--- config.mk ---
export PLATFORM = sky130hd
export DESIGN_NAME = router_ctrl_fsm
export DESIGN_NICKNAME = d
export VERILOG_FILES = /design/src/rtl/router_ctrl_fsm.sv
export SDC_FILE = /design/constraint.sdc
export NUM_CORES = 1
export LEC_CHECK = 0
export BUFFER_PORTS_ARGS = -buffer_cell sky130_fd_sc_hd__buf_4
export CAP_MARGIN = 25
export CORE_MARGIN = 2
export CORE_UTILIZATION = 45
export CTS_CLUSTER_DIAMETER = 80
export DETAILED_ROUTE_END_ITERATION = 16
export HOLD_SLACK_MARGIN = 0.02
export PLACE_DENSITY = 0.73
export SLEW_MARGIN = 5
export SYNTH_ARGS = -nofsm -noshare
export SYNTH_HDL_FRONTEND = slang
export SYNTH_SLANG_ARGS = --single-unit
--- constraint.sdc ---
create_clock -name clk -period 1.8 [get_ports clk]
set_input_delay 0.18 -clock clk [delete_from_list [all_inputs] [get_ports clk]]
set_output_delay 0.18 -clock clk [all_outputs]
set_load 0.05 [all_outputs]
--- src/rtl/router_ctrl_fsm.sv ---
// Router control FSM: decodes packet headers, sequences payload/parity
// loading into the addressed FIFO and handles full stalls and soft resets.
module router_ctrl_fsm #(
    parameter bit SOFT_RST_EN = 1'b1
) (
    input  logic       clk,
    input  logic       rst,
    input  logic       pkt_valid,
    input  logic [1:0] din,
    input  logic       fifo_full,
    input  logic       empty_0,
    input  logic       empty_1,
    input  logic       empty_2,
    input  logic       soft_reset_0,
    input  logic       soft_reset_1,
    input  logic       soft_reset_2,
    input  logic       parity_done,
    input  logic       low_pkt_valid,
    output logic       detect_addr,
    output logic       lfd_state,
    output logic       ld_state,
    output logic       laf_state,
    output logic       full_state,
    output logic       write_enb_reg,
    output logic       rst_int_reg,
    output logic       busy,
    output logic [1:0] addr_reg
);

    typedef enum logic [2:0] {
        DECODE_ADDRESS     = 3'd0,
        LOAD_FIRST_DATA    = 3'd1,
        LOAD_DATA          = 3'd2,
        FIFO_FULL_STATE    = 3'd3,
        LOAD_AFTER_FULL    = 3'd4,
        LOAD_PARITY        = 3'd5,
        CHECK_PARITY_ERROR = 3'd6,
        WAIT_TILL_EMPTY    = 3'd7
    } state_t;

    state_t state, next;
    logic   hdr_ok, empty_din, empty_addr, soft_addr;

    always_comb begin
        hdr_ok = pkt_valid && (din != 2'd3);

        empty_din = 1'b0;
        case (din)
            2'd0:    empty_din = empty_0;
            2'd1:    empty_din = empty_1;
            2'd2:    empty_din = empty_2;
            default: empty_din = 1'b0;
        endcase

        empty_addr = 1'b0;
        soft_addr  = 1'b0;
        case (addr_reg)
            2'd0: begin empty_addr = empty_0; soft_addr = soft_reset_0; end
            2'd1: begin empty_addr = empty_1; soft_addr = soft_reset_1; end
            2'd2: begin empty_addr = empty_2; soft_addr = soft_reset_2; end
            default: begin empty_addr = 1'b0; soft_addr = 1'b0; end
        endcase
    end

    always_comb begin
        next = DECODE_ADDRESS;
        case (state)
            DECODE_ADDRESS:
                if (hdr_ok) next = empty_din ? LOAD_FIRST_DATA : WAIT_TILL_EMPTY;
                else        next = DECODE_ADDRESS;
            WAIT_TILL_EMPTY:
                next = empty_addr ? LOAD_FIRST_DATA : WAIT_TILL_EMPTY;
            LOAD_FIRST_DATA:
                next = LOAD_DATA;
            LOAD_DATA:
                if (fifo_full)       next = FIFO_FULL_STATE;
                else if (!pkt_valid) next = LOAD_PARITY;
                else                 next = LOAD_DATA;
            FIFO_FULL_STATE:
                next = fifo_full ? FIFO_FULL_STATE : LOAD_AFTER_FULL;
            LOAD_AFTER_FULL:
                if (parity_done)        next = DECODE_ADDRESS;
                else if (low_pkt_valid) next = LOAD_PARITY;
                else                    next = LOAD_DATA;
            LOAD_PARITY:
                next = CHECK_PARITY_ERROR;
            CHECK_PARITY_ERROR:
                next = fifo_full ? FIFO_FULL_STATE : DECODE_ADDRESS;
            default:
                next = DECODE_ADDRESS;
        endcase
        if (SOFT_RST_EN && soft_addr)
            next = DECODE_ADDRESS;
    end

    // Outputs are registered from the next-state decode so they always
    // match the current state, with no input-to-output paths.
    always_ff @(posedge clk or posedge rst) begin
        if (rst) begin
            state         <= DECODE_ADDRESS;
            addr_reg      <= '0;
            detect_addr   <= 1'b1;
            lfd_state     <= 1'b0;
            ld_state      <= 1'b0;
            laf_state     <= 1'b0;
            full_state    <= 1'b0;
            write_enb_reg <= 1'b0;
            rst_int_reg   <= 1'b0;
            busy          <= 1'b0;
        end else begin
            state <= next;
            if (state == DECODE_ADDRESS && hdr_ok)
                addr_reg <= din;
            detect_addr   <= (next == DECODE_ADDRESS);
            lfd_state     <= (next == LOAD_FIRST_DATA);
            ld_state      <= (next == LOAD_DATA);
            laf_state     <= (next == LOAD_AFTER_FULL);
            full_state    <= (next == FIFO_FULL_STATE);
            rst_int_reg   <= (next == CHECK_PARITY_ERROR);
            write_enb_reg <= (next == LOAD_DATA) || (next == LOAD_PARITY) ||
                             (next == LOAD_AFTER_FULL);
            busy          <= !((next == DECODE_ADDRESS) || (next == LOAD_DATA));
        end
    end

endmodule

# --- Word level (Yosys, flattened, before mapping) ---
# Cells that the tools add are included.
word_totals:
  wordCells: 52
  output_inout_bits: 10
  regBits: 13
classes:
  n_mux: 14
  eq_ne: 18
  n_reduce_logical: 10
ops:
  columns: ["op", "n"]
  rows:
  - ["3-bit two-way mux", 9]
  - ["3-bit case mux with 8 select lines", 1]
  - ["3-bit equality test (second input constant)", 7]
  - ["3-bit by 2-bit equality test with 1-bit output (second input constant)", 4]
  - ["1-bit case mux with 3 select lines", 3]
  - ["3-bit by 1-bit equality test with 1-bit output (second input constant)", 2]
  - ["3-bit zero test", 2]
  - ["2-bit by 1-bit equality test with 1-bit output (second input constant)", 2]
  - ["2-bit equality test (second input constant)", 2]
  - ["2-bit zero test", 2]
  - ["1-bit logical OR", 3]
  - ["1-bit logical AND", 2]
  - ["2-bit two-way mux", 1]
  - ["2-bit != test (second input constant)", 1]
  - ["1-bit zero test", 1]

# --- Logic depth before layout (Yosys ltp) ---
logic_depth:
  ltp_word: 9
  depth_mapped: 6
  depth_no_buf: 5

# --- Worst setup path before layout ---
# OpenSTA, ideal clock, no wires.
synth_path:
  path_type: "flip-flop to flip-flop"
  start: "register addr_reg[1]"
  end: "register write_enb_reg"
  synth_period_minus_slack_ps: 1761
  arrival_time_ps: 1683
  t_required_ps: 1722
  stages_incl_launch_ff: 6
  path_slack_ps: 39
  path_cell_list: "dfrtp_1 > mux2i_1 > o21ai_1 > a21o_1 > nor4_2 > o21bai_1"
synth_via:
  elab_chain_len: 8
  word_cells_on_any_way: 13
  cone_classes: "5 x eq/ne; 5 x mux; 3 x reduce/logical"
synth_rtl:
  columns: ["item", "line", "rtl"]
  rows:
  - ["from (decl)", "27", "output logic [1:0] addr_reg"]
  - ["from (signal assigned)", "113", "addr_reg <= din;"]
  - ["2-bit equality test (tied with other cells)", "57", "case (addr_reg)"]
  - ["1-bit case mux with 3 select lines", "57", null]
  - ["3-bit two-way mux", "72", "next = empty_addr ? LOAD_FIRST_DATA : WAIT_TILL_EMPTY;"]
  - ["3-bit case mux with 8 select lines", "67", "case (state)"]
  - ["3-bit two-way mux *", "92", "if (SOFT_RST_EN && soft_addr)"]
  - ["3-bit by 2-bit equality test with 1-bit output / 3-bit equality test (equally long branches)", "120", "write_enb_reg <= (next == LOAD_DATA) || (next == LOAD_PARITY) ||"]
  - ["1-bit logical OR", "120", null]
  - ["1-bit logical OR *", "120", null]
  - ["to (signal assigned)", "120", null]
  - ["to (decl)", "24", "output logic write_enb_reg,"]
# Every way passes the cells marked *; elsewhere a longest branch is shown, timed or not.
# A chain may end at the register's enable or synchronous reset.

# --- Final worst setup path ---
layout_path:
  start: "register state[1]"
  end: "register rst_int_reg"
layout_via:
  elab_chain_len: 4
  word_cells_on_any_way: 11
  cone_classes: "8 x eq/ne; 2 x mux; 1 x reduce/logical"
layout_rtl:
  columns: ["item", "line", "rtl"]
  rows:
  - ["from (decl)", "41", "state_t state, next;"]
  - ["from (signal assigned)", "111", "state <= next;"]
  - ["3-bit equality test (tied with other cells)", "67", null]
  - ["3-bit case mux with 8 select lines *", "67", null]
  - ["3-bit two-way mux *", "92", null]
  - ["3-bit equality test *", "119", "rst_int_reg <= (next == CHECK_PARITY_ERROR);"]
  - ["to (signal assigned)", "119", null]
  - ["to (decl)", "25", "output logic rst_int_reg,"]
# Marks and branches as above.

==> results.yml <==
setup_path:
  worstPathRequired_ns: 1.95
  cp_common_cell: "nor3_1"
  crit_arrival_ns: 1.80
  startpoint_type: "flip-flop"
  worstSetupPathType: "reg2reg"
  max_stage_delay_ns: 0.54
  cp_cell_sequence: "nor3_1, a41o_1, nor4_4, and2_2, nor3_1"
  crit_buf_inv: 0
  crit_path_top_delay_cell: "dfrtp_1"
  crit_fanout: 10
  crit_family: "simple AND/OR/NAND/NOR gates"
  critPathCaptureType: "flip-flop"
die:
  die_w_microns: 45.6
  initial_core_util_pct: 46.7
  die_area_sq_um: 2080
  die_h_microns: 45.6
  fp-row-count: 15
  core-area_sq_um: 1670
  ios: 24
power_and_ir_drop:
  leakage_nw: 0.475
  ir_worst_vdd_mv: 0.644
  p_total_mw: 1.76
  powerDensity_nw_per_um2: 1780
synthesis:
  syn_inst: 69
  synthDominantCellAreaShare_pct: 38.5
  yosysTopAreaCell: "dfrtp_1"
  syn_area_per_cell_sq_um: 11.3
  yosysMostFrequentCell: "dfrtp_1"
  synth_area_leaders: "dfrtp_1, mux2i_1, dfstp_2"
  syn-num-nets: 83
  synthArstFlopShare_pct: 100
  synth_cell_type_count: 38
  synth_edf_count: 0
  syn-cell-area_sq_um: 779
  netlist_top_cells_count: "dfrtp_1, nor2_1"
  seq_area_frac_synth_pct: 41.9
  synth_ff_type: "dfrtp_1"
  synth_seq_cells: 13
  ys_warn_count: 0
timing:
  clock_skew_ns: 0.00148
  final.setup.tns_ns: 0
  fmax_ghz: 0.604
  rsz0062_at_grt: "false"
  fin_crit_ns: 1.66
  worst_pin_slew_ns: 0.465
  finalCritPeriodShare_pct: 91.9
  finalHoldViolations: 0
  slew_violations: 0
  max_slew_margin_pct: 69.0
  finalSetupViolCount: 0
routing:
  wirelength_microns: 1460
  drtIter0Drc: 5
  via_per_inst: 5.63
  vias: 631
  ant_nets: 0
  wl_per_cell_microns: 13.1
  drc: 0
  drt-pass1-iter-count: 3
grt:
  grt_pass1_vias: 606
  antenna_found_initial: 0
  grt_pass1_wl_microns: 2520
  grt_max_degree: 14
  overflow: 0
  grtUsageTotal_pct: 16.7
place:
  gp_congestion: 0.809
  dp_hpwl_microns: 1150
  numPortBuffers: 23
min_path:
  hold_class: "in2reg"
job:
  drv_cap: 0
finish:
  antennaDiodeCount: 0
  syn2layout_area_growth_pct: 26.6
  largest_reg_flops: 3
  fin_nets: 110
  layout-drive-gt1-share_pct: 48.4
clock_network:
  post_cts_resized: 0
  root_buffer: "clkbuf_4"
  clkTransAtPathRegs_ns: 0.07
  clock_sinks: 13
  cts_buffers: 3
  htree_levels: 1
  cts_tree: "built"
  holdBufCountCts: 1
  insertion_delay_ns: 0.26
  cts_setup_buffers: 0
  clock_path_buffers: 2
status:
  status: "finished, final reports clean"
==> worst paths after layout <==
path | from | endpoint | slack (ns) | depth (start not counted)
worst min-delay path | din[0] | addr_reg[0]$_DFFE_PP0P_ | 0.17 | 2
min in group asynchronous | rst | laf_state$_DFF_PP0_ | 0.48 | 3
worst max register to register | state[1]$_DFF_PP0_ | rst_int_reg$_DFF_PP0_ | 0.14 | 5
max in group asynchronous | rst | detect_addr$_DFF_PP1_ | 0.98 | 3
worst max-delay path | state[1]$_DFF_PP0_ | rst_int_reg$_DFF_PP0_ | 0.14 | 5
worst min register to register | addr_reg[0]$_DFFE_PP0P_ | addr_reg[0]$_DFFE_PP0P_ | 0.65 | 1
==> per-stage QoR <==
stage / util (%) / instances / setup WS [ns] / hold slack (ns) / area [sq um]
after floorplan: - / 69 / 0.0390 / 0.0562 / 779
after global placement: 56.9 / 107 / 0.198 / 0.224 / 951
after detailed placement: 56.9 / 107 / 0.172 / 0.229 / 951
after CTS: 59.1 / 112 / 0.147 / 0.172 / 987
after global routing: 59.1 / 112 / 0.0452 / 0.172 / 987
final: 59.1 / 112 / 0.145 / 0.174 / 987
==> logic make-up (layout without fill, tap and decap cells) <==
| kind of cell | after synthesis | count (layout) | synth area share (%) |
|---|---|---|---|
| buffers and inverters | 7 | 33 | 5.78 |
| AO/OA/AOI/OAI | 12 | 12 | 13.0 |
| AND/OR/NAND/NOR | 32 | 32 | 32.6 |
| flip-flops | 13 | 13 | 41.9 |
| multiplexers | 5 | 5 | 6.74 |
==> layout make-up <==
type | count | area [sq um]
inverters | 4 | 15.0
multi-input cells | 49 | 408
repair buffers | 25 | 190
fillers | 150 | 683
well taps | 17 | 21.3
clock buffers | 4 | 26.3
flip-flops and latches | 13 | 327
==> layer usage <==
metal  part of all wire, %  up-vias  track usage, %
li1                      -      303               -
met1                    47      313            21.1
met2                    49       13            27.3
met3                   2.7        2            2.38
met4                   1.4        0            8.82
met5                     0        -               0
==> cells in the final DEF, fill, tap and decap left out, types with 2 or more instances in the layout <==
cell      instances
dfrtp_1          12
nand3b_1          3
inv_1             2
mux2_2            2
clkbuf_4          3
buf_4            24
inv_2             2
nor2_1            4
mux2i_1           3
a21o_1            2
nand2_1           3
and3_1            2
o21ai_1           2
nor3_1            3
nor4_2            2
nor3_2            2
==> power breakdown <==
part	leakage [nW]	switching [mW]	total, mW	internal, mW
Sequential	0.166	0.135	0.546	0.411
Clock	0.0150	0.0846	0.170	0.0855
Combinational	0.294	0.653	1.04	0.389
==> worst register-to-register path, cell delays in order (launching register included) <==
cell and delay, ns:
dfrtp_1 0.54, nor3_1 0.11, a41o_1 0.24, nor4_4 0.37
and2_2 0.23, nor3_1 0.05
No activity file was read; power rests on OpenSTA's default activity.
